--- config.mk ---
export PLATFORM = sky130hd
export DESIGN_NAME = sync_trial_sequencer_flat
export DESIGN_NICKNAME = d
export VERILOG_FILES = /design/src/rtl/sync_trial_sequencer_if.sv /design/src/rtl/sync_trial_sequencer.sv /design/src/flat_wrapper.sv
export SDC_FILE = /design/constraint.sdc
export NUM_CORES = 1
export LEC_CHECK = 0
export ABC_AREA = 1
export CAP_MARGIN = 15
export CORE_ASPECT_RATIO = 0.8
export CORE_MARGIN = 8
export CORE_UTILIZATION = 54
export DETAILED_ROUTE_END_ITERATION = 10
export HOLD_SLACK_MARGIN = 0.03
export PLACE_DENSITY = 0.85
export SLEW_MARGIN = 20
export SYNTH_ARGS = -nofsm -noshare
export SYNTH_HDL_FRONTEND = slang
export SYNTH_SLANG_ARGS = --single-unit
--- constraint.sdc ---
create_clock -name clk -period 2.6 [get_ports clk]
set_clock_uncertainty 0.1 [all_clocks]
set_input_delay 0.39 -clock clk [delete_from_list [all_inputs] [get_ports clk]]
set_output_delay 0.39 -clock clk [all_outputs]
set_load 0.1 [all_outputs]
--- src/rtl/sync_trial_sequencer_if.sv ---
// Control/status bundle between the tile's ui_in logic and the trial sequencer.
interface sync_trial_sequencer_if #(
  parameter int CNT_W  = 8,
  parameter int WAIT_W = 4
);
  logic              start;
  logic              abort;
  logic [CNT_W-1:0]  run_len;
  logic [WAIT_W-1:0] wait_cycles;
  logic              busy;
  logic              done;
  logic [CNT_W-1:0]  err_cnt;
  logic [CNT_W-1:0]  trial_cnt;
  logic [CNT_W-1:0]  first_fail;

  modport master (
    output start, abort, run_len, wait_cycles,
    input  busy, done, err_cnt, trial_cnt, first_fail
  );

  modport slave (
    input  start, abort, run_len, wait_cycles,
    output busy, done, err_cnt, trial_cnt, first_fail
  );
endinterface

--- src/rtl/sync_trial_sequencer.sv ---
// Launch/capture trial sequencer for a synchronizer-under-test; trial period is W+2 cycles.
// Optional first-failure capture is built when SYNC_TRIAL_FIRST_FAIL_EN is defined.
module sync_trial_sequencer #(
  parameter int CNT_W  = 8,
  parameter int WAIT_W = 4
) (
  input  logic                  clk,
  input  logic                  rst_n,
  input  logic                  ena,
  input  logic                  dut_q,
  output logic                  dut_d,
  sync_trial_sequencer_if.slave ctl
);

  typedef enum logic [2:0] {
    S_IDLE,
    S_LAUNCH,
    S_WAIT,
    S_CHECK,
    S_DONE
  } state_t;

  localparam logic [CNT_W-1:0]  CNT_MAX = '1;
  localparam logic [CNT_W-1:0]  CNT_ONE = CNT_W'(1);
  localparam logic [WAIT_W-1:0] WAIT_ONE = WAIT_W'(1);

  state_t            state_q, state_d;
  logic              dut_d_q, dut_d_d;
  logic              exp_q, exp_d;
  logic [WAIT_W-1:0] wcnt_q, wcnt_d;
  logic [WAIT_W-1:0] wlen_q, wlen_d;
  logic [CNT_W-1:0]  len_q, len_d;
  logic [CNT_W-1:0]  err_q, err_d;
  logic [CNT_W-1:0]  trial_q, trial_d;
  logic              busy_q, busy_d;
  logic              done_q, done_d;
  logic [CNT_W-1:0]  trial_inc;
  logic              mismatch;
`ifdef SYNC_TRIAL_FIRST_FAIL_EN
  logic [CNT_W-1:0]  ff_q, ff_d;
  logic              ff_flag_q, ff_flag_d;
`endif

  assign trial_inc = trial_q + CNT_ONE;
  assign mismatch  = (dut_q != exp_q);

  always_comb begin
    state_d = state_q;
    dut_d_d = dut_d_q;
    exp_d   = exp_q;
    wcnt_d  = wcnt_q;
    wlen_d  = wlen_q;
    len_d   = len_q;
    err_d   = err_q;
    trial_d = trial_q;
    busy_d  = busy_q;
    done_d  = done_q;
`ifdef SYNC_TRIAL_FIRST_FAIL_EN
    ff_d      = ff_q;
    ff_flag_d = ff_flag_q;
`endif
    if (ena) begin
      if (ctl.abort) begin
        // Abort beats start and leaves counters and dut_d untouched.
        state_d = S_IDLE;
      end else begin
        unique case (state_q)
          S_IDLE, S_DONE: begin
            if (ctl.start) begin
              len_d   = ctl.run_len;
              wlen_d  = (ctl.wait_cycles == '0) ? WAIT_ONE : ctl.wait_cycles;
              err_d   = '0;
              trial_d = '0;
`ifdef SYNC_TRIAL_FIRST_FAIL_EN
              // All-ones is the "no failure this run" reading.
              ff_d      = CNT_MAX;
              ff_flag_d = 1'b0;
`endif
              state_d = S_LAUNCH;
            end
          end
          S_LAUNCH: begin
            dut_d_d = ~dut_d_q;
            exp_d   = ~dut_d_q;
            wcnt_d  = wlen_q;
            state_d = S_WAIT;
          end
          S_WAIT: begin
            wcnt_d = wcnt_q - WAIT_ONE;
            if (wcnt_q <= WAIT_ONE) begin
              state_d = S_CHECK;
            end
          end
          S_CHECK: begin
            if (mismatch && (err_q != CNT_MAX)) begin
              err_d = err_q + CNT_ONE;
            end
`ifdef SYNC_TRIAL_FIRST_FAIL_EN
            if (mismatch && !ff_flag_q) begin
              ff_d      = trial_q;
              ff_flag_d = 1'b1;
            end
`endif
            trial_d = trial_inc;
            // run_len of 0 wraps around to mean a full 2^CNT_W trials.
            state_d = (trial_inc == len_q) ? S_DONE : S_LAUNCH;
          end
          default: state_d = S_IDLE;
        endcase
      end
      busy_d = (state_d == S_LAUNCH) || (state_d == S_WAIT) || (state_d == S_CHECK);
      done_d = (state_d == S_DONE);
    end
  end

  always_ff @(posedge clk) begin
    if (!rst_n) begin
      state_q <= S_IDLE;
      dut_d_q <= 1'b0;
      exp_q   <= 1'b0;
      wcnt_q  <= '0;
      wlen_q  <= '0;
      len_q   <= '0;
      err_q   <= '0;
      trial_q <= '0;
      busy_q  <= 1'b0;
      done_q  <= 1'b0;
`ifdef SYNC_TRIAL_FIRST_FAIL_EN
      ff_q      <= '0;
      ff_flag_q <= 1'b0;
`endif
    end else begin
      state_q <= state_d;
      dut_d_q <= dut_d_d;
      exp_q   <= exp_d;
      wcnt_q  <= wcnt_d;
      wlen_q  <= wlen_d;
      len_q   <= len_d;
      err_q   <= err_d;
      trial_q <= trial_d;
      busy_q  <= busy_d;
      done_q  <= done_d;
`ifdef SYNC_TRIAL_FIRST_FAIL_EN
      ff_q      <= ff_d;
      ff_flag_q <= ff_flag_d;
`endif
    end
  end

  assign dut_d         = dut_d_q;
  assign ctl.busy      = busy_q;
  assign ctl.done      = done_q;
  assign ctl.err_cnt   = err_q;
  assign ctl.trial_cnt = trial_q;
`ifdef SYNC_TRIAL_FIRST_FAIL_EN
  assign ctl.first_fail = ff_q;
`else
  assign ctl.first_fail = '0;
`endif

endmodule

--- src/flat_wrapper.sv ---
// flat-port wrapper written by rule: the top's interface ports become plain ports
module sync_trial_sequencer_flat 
#(
  parameter int CNT_W  = 8,
  parameter int WAIT_W = 4
)
  (clk, rst_n, ena, dut_q, dut_d, ctl_start, ctl_abort, ctl_run_len, ctl_wait_cycles, ctl_busy, ctl_done, ctl_err_cnt, ctl_trial_cnt, ctl_first_fail);
  sync_trial_sequencer_if #(.CNT_W(CNT_W), .WAIT_W(WAIT_W)) ctl_i ();
  input  logic clk;
  input  logic rst_n;
  input  logic ena;
  input  logic dut_q;
  output logic dut_d;
  input wire logic [$bits(ctl_i.start)-1:0] ctl_start;
  input wire logic [$bits(ctl_i.abort)-1:0] ctl_abort;
  input wire logic [$bits(ctl_i.run_len)-1:0] ctl_run_len;
  input wire logic [$bits(ctl_i.wait_cycles)-1:0] ctl_wait_cycles;
  output wire logic [$bits(ctl_i.busy)-1:0] ctl_busy;
  output wire logic [$bits(ctl_i.done)-1:0] ctl_done;
  output wire logic [$bits(ctl_i.err_cnt)-1:0] ctl_err_cnt;
  output wire logic [$bits(ctl_i.trial_cnt)-1:0] ctl_trial_cnt;
  output wire logic [$bits(ctl_i.first_fail)-1:0] ctl_first_fail;
  assign ctl_i.start = ctl_start;
  assign ctl_i.abort = ctl_abort;
  assign ctl_i.run_len = ctl_run_len;
  assign ctl_i.wait_cycles = ctl_wait_cycles;
  assign ctl_busy = ctl_i.busy;
  assign ctl_done = ctl_i.done;
  assign ctl_err_cnt = ctl_i.err_cnt;
  assign ctl_trial_cnt = ctl_i.trial_cnt;
  assign ctl_first_fail = ctl_i.first_fail;
  sync_trial_sequencer #(.CNT_W(CNT_W), .WAIT_W(WAIT_W)) u_core (.clk(clk), .rst_n(rst_n), .ena(ena), .dut_q(dut_q), .dut_d(dut_d), .ctl(ctl_i));
endmodule
==> summary.md <==
| Metric | Value |
|---|---|
| Peak supply drop | `roughly 350 µV` |
| Post-layout total power | `about 1.2 mW` |
| Number of buffers created by CTS | `5` |
| Gpl congestion | `roughly 0.87` |
| Cts repair resizes | `0` |
| Clock Path Buffers | `2` |
| Hold_buf cts | `0` |
| Outcome | `finished, final reports clean` |
| DRT Wirelength | `around 4800 µm` |
| DRT Pass-1 Iters | `4` |
| Syn Area/Cell | `around 6.9 µm²` |
| Max-slew violation count | `0` |
| Most frequent cells in the layout | `nand2_1 (69), dfxtp_1 (37), nor2_1 (32), a21oi_1 (27), inv_1 (26)` |
| Synth Instances | `roughly 290` |
| Final core occ | `0.703` |
| Critical path peak fanout | `6` |
| Worst setup margin | `between 0.5 and 0.6 ns` |
| Diode count | `0` |
| Minimum clock period | `approximately 2.1 ns` |
| Hold Fails Final Rpt | `0` |
| Multi-input logic area | `roughly 1100 µm²` |
| Global-route wire length before repair | `approximately 8300 µm` |
| H-tree Lvls | `2` |
| Ports | `45` |
| Required time worst endpoint | `between 2 and 3 ns` |
| Initial Utilization | `0.573` |
| Worst skew pair latency | `about 0.29 ns` |
| Yosys warning count | `0` |
| Unrepaired setup endpoints after global routing | `no` |
| Reg clk slew, reported paths | `~0.07 ns` |
| Post-synth cell types | `29` |
| First DRT Iteration DRCs | `between 150 and 200` |
| Sequential share of the synthesized area | `0.380` |
| Number of remaining DRC errors | `0` |
| CP Class | `flip-flop to flip-flop` |
| Period utilization | `0.795` |
| Setup crit start kind | `flip-flop` |
| Clock Sinks | `38` |
| Remaining antenna violation count | `0` |
| # Post-CTS Setup Buffers | `0` |
| Flops & latches, synth | `38` |
| Main synth FF type | `dfxtp_1` |
| Root buffer cell | `clkbuf_8` |
| Area grow syn2layout | `22.7%` |
| Setup TNS | `0 ns` |
| Initial antenna violation count | `0` |
| Peak Freq | `approximately 480 MHz` |
| Most common cell after layout, fill and taps aside | `nand2_1` |
| Post-detail-place hpwl | `between 3000 and 4000 µm` |
| Grt total ovfl | `0` |
| Layout cells sized above 1 | `0.136` |
| Crit path DAT | `~2.1 ns` |
| LEAKAGE | `0.992 nW` |
| Final-report setup violation count | `0` |
| WL per Instance | `12.8 µm` |
| GRT Total Usage | `0.164` |
| Async set or reset register ratio after synthesis | `0` |
| Crit. End Element | `flip-flop` |
| CTS tree | `built` |
| Die width | `approximately 84 µm` |
| Seq. cell area | `762 µm²` |
| Vias in the first global route | `1871` |
| Core Area | `around 3500 µm²` |
| Hold Crit Class | `flip-flop to flip-flop` |
| Layout fillers | `around 300` |
| Rows | `19` |
| Drt via density | `5.30` |
| Area of the die | `5930 µm²` |
| Post-synth EDFFs | `0` |
| Port Buffers | `36` |
| Max-Cap Viols | `0` |
| Die H | `70.5 µm` |
| Post-place setup slack | `0.236 ns` |
| Largest net degree at the start of global routing | `19` |
| Area of the mapped netlist | `2000 µm²` |
| Nets | `between 300 and 400` |
| Power density over the cells | `492 nW/µm²` |
| DR vias | `roughly 2000` |
## cell type report
cell class / count / share of cell area
flip-flops and latches: 38 / 0.310
inverters: 30 / 0.0458
repair buffers: 42 / 0.146
clock inverters: 1 / 0.00204
well taps: 42 / 0.0214
multi-input cells: 219 / 0.440
clock buffers: 7 / 0.0351
## final timing paths
path                      startpoint         endpoint  slack (ns)  depth (start not counted)
max          u_core.ctl.trial_cnt[1]  u_core.ctl.busy        0.53                         14
max reg2reg  u_core.ctl.trial_cnt[1]  u_core.ctl.busy        0.53                         14
min reg2reg          u_core.ctl.busy  u_core.ctl.busy        0.37                          2
min                  u_core.ctl.busy  u_core.ctl.busy        0.37                          2
## critical path, stage by stage, from the launching register on
cell and delay [ns]:
dfxtp_2 0.38, ha_1 0.20, nand2_1 0.11, nor2_1 0.24, nand3_1 0.15, nand3_1 0.12
nand3_1 0.07, nor2_1 0.16, nand2_1 0.07, nand2_1 0.06, nand2_1 0.04, nand2_1 0.07
nand2_1 0.05, nand2_1 0.06, a21oi_1 0.06
## cells in the mapped netlist (3+ instances only)
master	count	area [µm²]
nand4_1	3	18.8
nand3_1	21	105
inv_2	3	11.3
dfxtp_1	38	761
ha_1	4	50.1
o21ai_0	24	120
nor2_1	32	120
buf_4	8	60.1
xor2_1	3	26.3
a31oi_1	3	18.8
clkbuf_1	4	15.0
nand2_1	69	259
a21oi_1	27	135
a211oi_1	3	22.5
nor2_4	4	45.0
nor4_1	3	18.8
inv_1	26	97.6
## flip-flops by register name, summed over array words and instances (netlist names), 3 cells and up
| register | cells |
|---|---|
| u_core.ctl.err_cnt | 8 |
| u_core.ctl.trial_cnt | 8 |
| u_core.len_q | 8 |
| u_core.state_q | 3 |
| u_core.wcnt_q | 4 |
| u_core.wlen_q | 4 |
## stage by stage
| stage | instance area (µm²) | hold slack [ns] | std cells |
|---|---|---|---|
| 6_report | 2460 | 0.367 | 379 |
| 4_1_cts | 2460 | 0.369 | 379 |
| 3_3_place_gp | 2370 | 0.350 | 371 |
| 5_1_grt | 2460 | 0.391 | 379 |
| 2_1_floorplan | 2030 | 0.341 | 299 |
| 3_5_place_dp | 2370 | 0.359 | 371 |
## report_power, final
group | switching, mW | internal (mW)
combinational | 0.127 | 0.0537
clock | 0.207 | 0.214
sequential | 0.0107 | 0.596
total | 0.345 | 0.864
## logic make-up after synthesis
group	share of synthesized area
simple gates	0.322
other cells	0.00187
fa+ha+maj	0.0250
xor+xnor	0.0219
flops	0.380
buf+inv	0.0937
compound gates	0.156
## per-layer routing
layer | share of wire | track usage | vias up | wire length, µm
li1 | - | - | 1030 | -
met1 | 0.46 | 0.206 | 885 | 2230
met2 | 0.44 | 0.253 | 82 | 2130
met3 | 0.082 | 0.0487 | 12 | 399
met4 | 0.019 | 0.0727 | 0 | 91
met5 | 0 | 0 | - | 0
Power figures use the tool's default switching activity.
==> RTL edit, RTL diff (config.mk and constraints unchanged) <==
The 5 states of `state_t` get a one-hot encoding in 5 bits.
--- a/src/rtl/sync_trial_sequencer.sv
+++ b/src/rtl/sync_trial_sequencer.sv
@@ -12,12 +12,12 @@
   sync_trial_sequencer_if.slave ctl
 );
 
-  typedef enum logic [2:0] {
-    S_IDLE,
-    S_LAUNCH,
-    S_WAIT,
-    S_CHECK,
-    S_DONE
+  typedef enum logic [4:0] {
+    S_IDLE   = 5'b00001,
+    S_LAUNCH = 5'b00010,
+    S_WAIT   = 5'b00100,
+    S_CHECK  = 5'b01000,
+    S_DONE   = 5'b10000
   } state_t;
 
   localparam logic [CNT_W-1:0]  CNT_MAX = '1;
Function: same outputs for any inputs over 4 cycles, from zero or initial values and one cycle with rst_n low; so few cycles prove little.
==> RTL edit against the unedited design <==
- synthesized area grew 8.4%
- wire length grew 9.0%
- sequential cell count grew 2
- design area grew 7.5%
- worst setup slack lost 46 ps
- count of clock-buffer cells in the layout is the same
- power grew 15%
==> RTL edit: results (changes against the unedited design) <==
Global route
  • First-pass GRT wire length: 9.22 mm (was 8.25 mm)
  • Largest net degree at the start of global routing: 22 (was 19)
  • Initial antenna violation count: 0 (unchanged)
  • Tot GR Track Use: 0.179 (was 0.164)

Synth
  • Synth top area cells: dfxtp_1 37%, nand2_1 11%, a21oi_1 6.9%, nand3_1 6.7%, inv_1 6.4% (was dfxtp_1 38%, nand2_1 13%, a21oi_1 6.7%, o21ai_0 6.0%, nor2_1 6.0%)
  • Ys Warns: 0 (unchanged)
  • Ys flop type: dfxtp_1 (unchanged)
  • Post-synth cell types: 31 (was 29)
  • Share of synthesized flip-flops with an asynchronous set or reset: 0 (unchanged)
  • Top cells by count, synth: 64 x nand2_1, 40 x dfxtp_1, 37 x inv_1 (was 69 x nand2_1, 38 x dfxtp_1, 32 x nor2_1)
  • Seq/Total Area, Yosys: 0.369 (was 0.380)
  • Mapped Cells: 311 (was 292)

Drt
  • Router iterations before antenna repair: 5 (was 4)
  • Iter 0 DRT Violations: 235 (was 168)
  • Vias: 2137 (was 2009)
  • Drc violations: 0 (unchanged)
  • Post-Route WL: 5.28 mm (was 4.85 mm)

Final layout
  • Layout Nets: 373 (was 358)
  • Antenna Cells: 0 (unchanged)
  • Final Non-Filler Cells: 407 (was 379)
  • Layout cells sized above 1: 0.119 (was 0.136)

CTS
  • Clock transition at the registers of the reported paths: around 80 ps
  • Clk buf depth: 2 (unchanged)
  • Resized cells post-CTS: 0 (unchanged)
  • TritonCTS Buffers: 5 (unchanged)
  • Setup Fix Bufs, Post-CTS: 0 (unchanged)
  • Clock root cell: clkbuf_8 (unchanged)
  • H-tree depth: 2 (unchanged)
  • Worst skew pair latency: 300 ps

Setup path
  • CP peak stage delay: 420 ps (was 380 ps)
  • Delay-heaviest family, CP: buffers and inverters (was simple AND/OR/NAND/NOR gates)
  • R2r worst-path depth: 9 (was 14)
  • Data arrival, critical path: 2250 ps (was 2140 ps)
  • Critical path peak fanout: 21 (was 6)
  • Slowest CP cell: clkdlybuf4s50_1 (was dfxtp_2)
  • FF-to-FF setup slack: 520 ps

Worst hold path
  • Worst hold stages: 2 (unchanged)
  • Hold Path Class: reg2reg (unchanged)

Status
  • Outcome: completed (unchanged)

Placement
  • RePlAce Congestion: 0.929 (was 0.873)
  • Dpl hpwl: 3.86 mm (was 3.65 mm)
  • I/O Buffers: 36 (unchanged)
  • Placed cell count: 399 (was 371)

STA
  • Hold WS: 351 ps (was 367 ps)
  • Rel. slew slack: 0.610

Pwr
  • LEAKAGE: 1.09 nW (was 0.992 nW)
  • Peak VDD IR: 378 uV (was 352 uV)
==> RTL edit: cell types whose count changed after synthesis, sizes merged, moves of 3 or more <==
cell	unedited run	this run
a21oi	27	30
inv	29	38
nand2	71	67
nor3b	0	3
nor2	38	31
nand3	21	29
nor3	3	8
==> RTL edit: worst paths after layout <==
kind                                        endpoint                           start
setup reg to reg  u_core.ctl.err_cnt[7]$_SDFFE_PN0P_  u_core.state_q[2]$_SDFFE_PN0P_
hold / removal         u_core.wlen_q[2]$_SDFFE_PN0P_   u_core.wlen_q[2]$_SDFFE_PN0P_
hold reg to reg        u_core.wlen_q[2]$_SDFFE_PN0P_   u_core.wlen_q[2]$_SDFFE_PN0P_
setup / recovery  u_core.ctl.err_cnt[7]$_SDFFE_PN0P_                             ena
==> RTL edit: worst register-to-register path, stage by stage (launching register included) <==
cell and delay (ps):
dfxtp_1 360, nor2_1 150, nand2_1 110, nor3_4 230, nand2_1 130, nor2_1 150, inv_1 270, nand2_1 280
o21bai_1 140, nor2_1 60
==> RTL edit: power by group <==
group          switching, W  total (W)  internal [W]
registers         0.0000110   0.000638      0.000627
logic              0.000139   0.000195     0.0000564
clock network      0.000222   0.000561      0.000339
total              0.000372    0.00139       0.00102
==> RTL edit: cells by family after synthesis <==
logic type / synth area share
other: 0.00173
AND/OR/NAND/NOR: 0.307
buffers and inverters: 0.108
adder cells (fa/ha/maj): 0.0231
flip-flops: 0.369
XOR/XNOR: 0.0282
AO/OA/AOI/OAI: 0.163
==> RTL edit: cell type report <==
class | instances | area (sq um)
inverter | 38 | 143
clock buffer | 7 | 96.3
clock inverter | 1 | 30.0
fill | 348 | 1190
tap | 55 | 68.8
timing repair buffer | 40 | 343
multi-input combinational | 226 | 1160
sequential | 40 | 801
==> RTL edit: metrics by stage <==
step	instance area (sq um)	total power [W]	setup WS (ps)
finish	2640	0.00139	487
global placement	2520	0.000841	305
floorplan	2200	0.000803	61.5
CTS	2640	0.00140	490
global route	2640	0.00145	216
detailed placement	2520	0.000844	191
==> RTL edit: metal layers <==
layer	routed length, um	track usage
met5	0	0
met4	84	0.0552
met3	440	0.0461
met2	2490	0.307
met1	2270	0.212
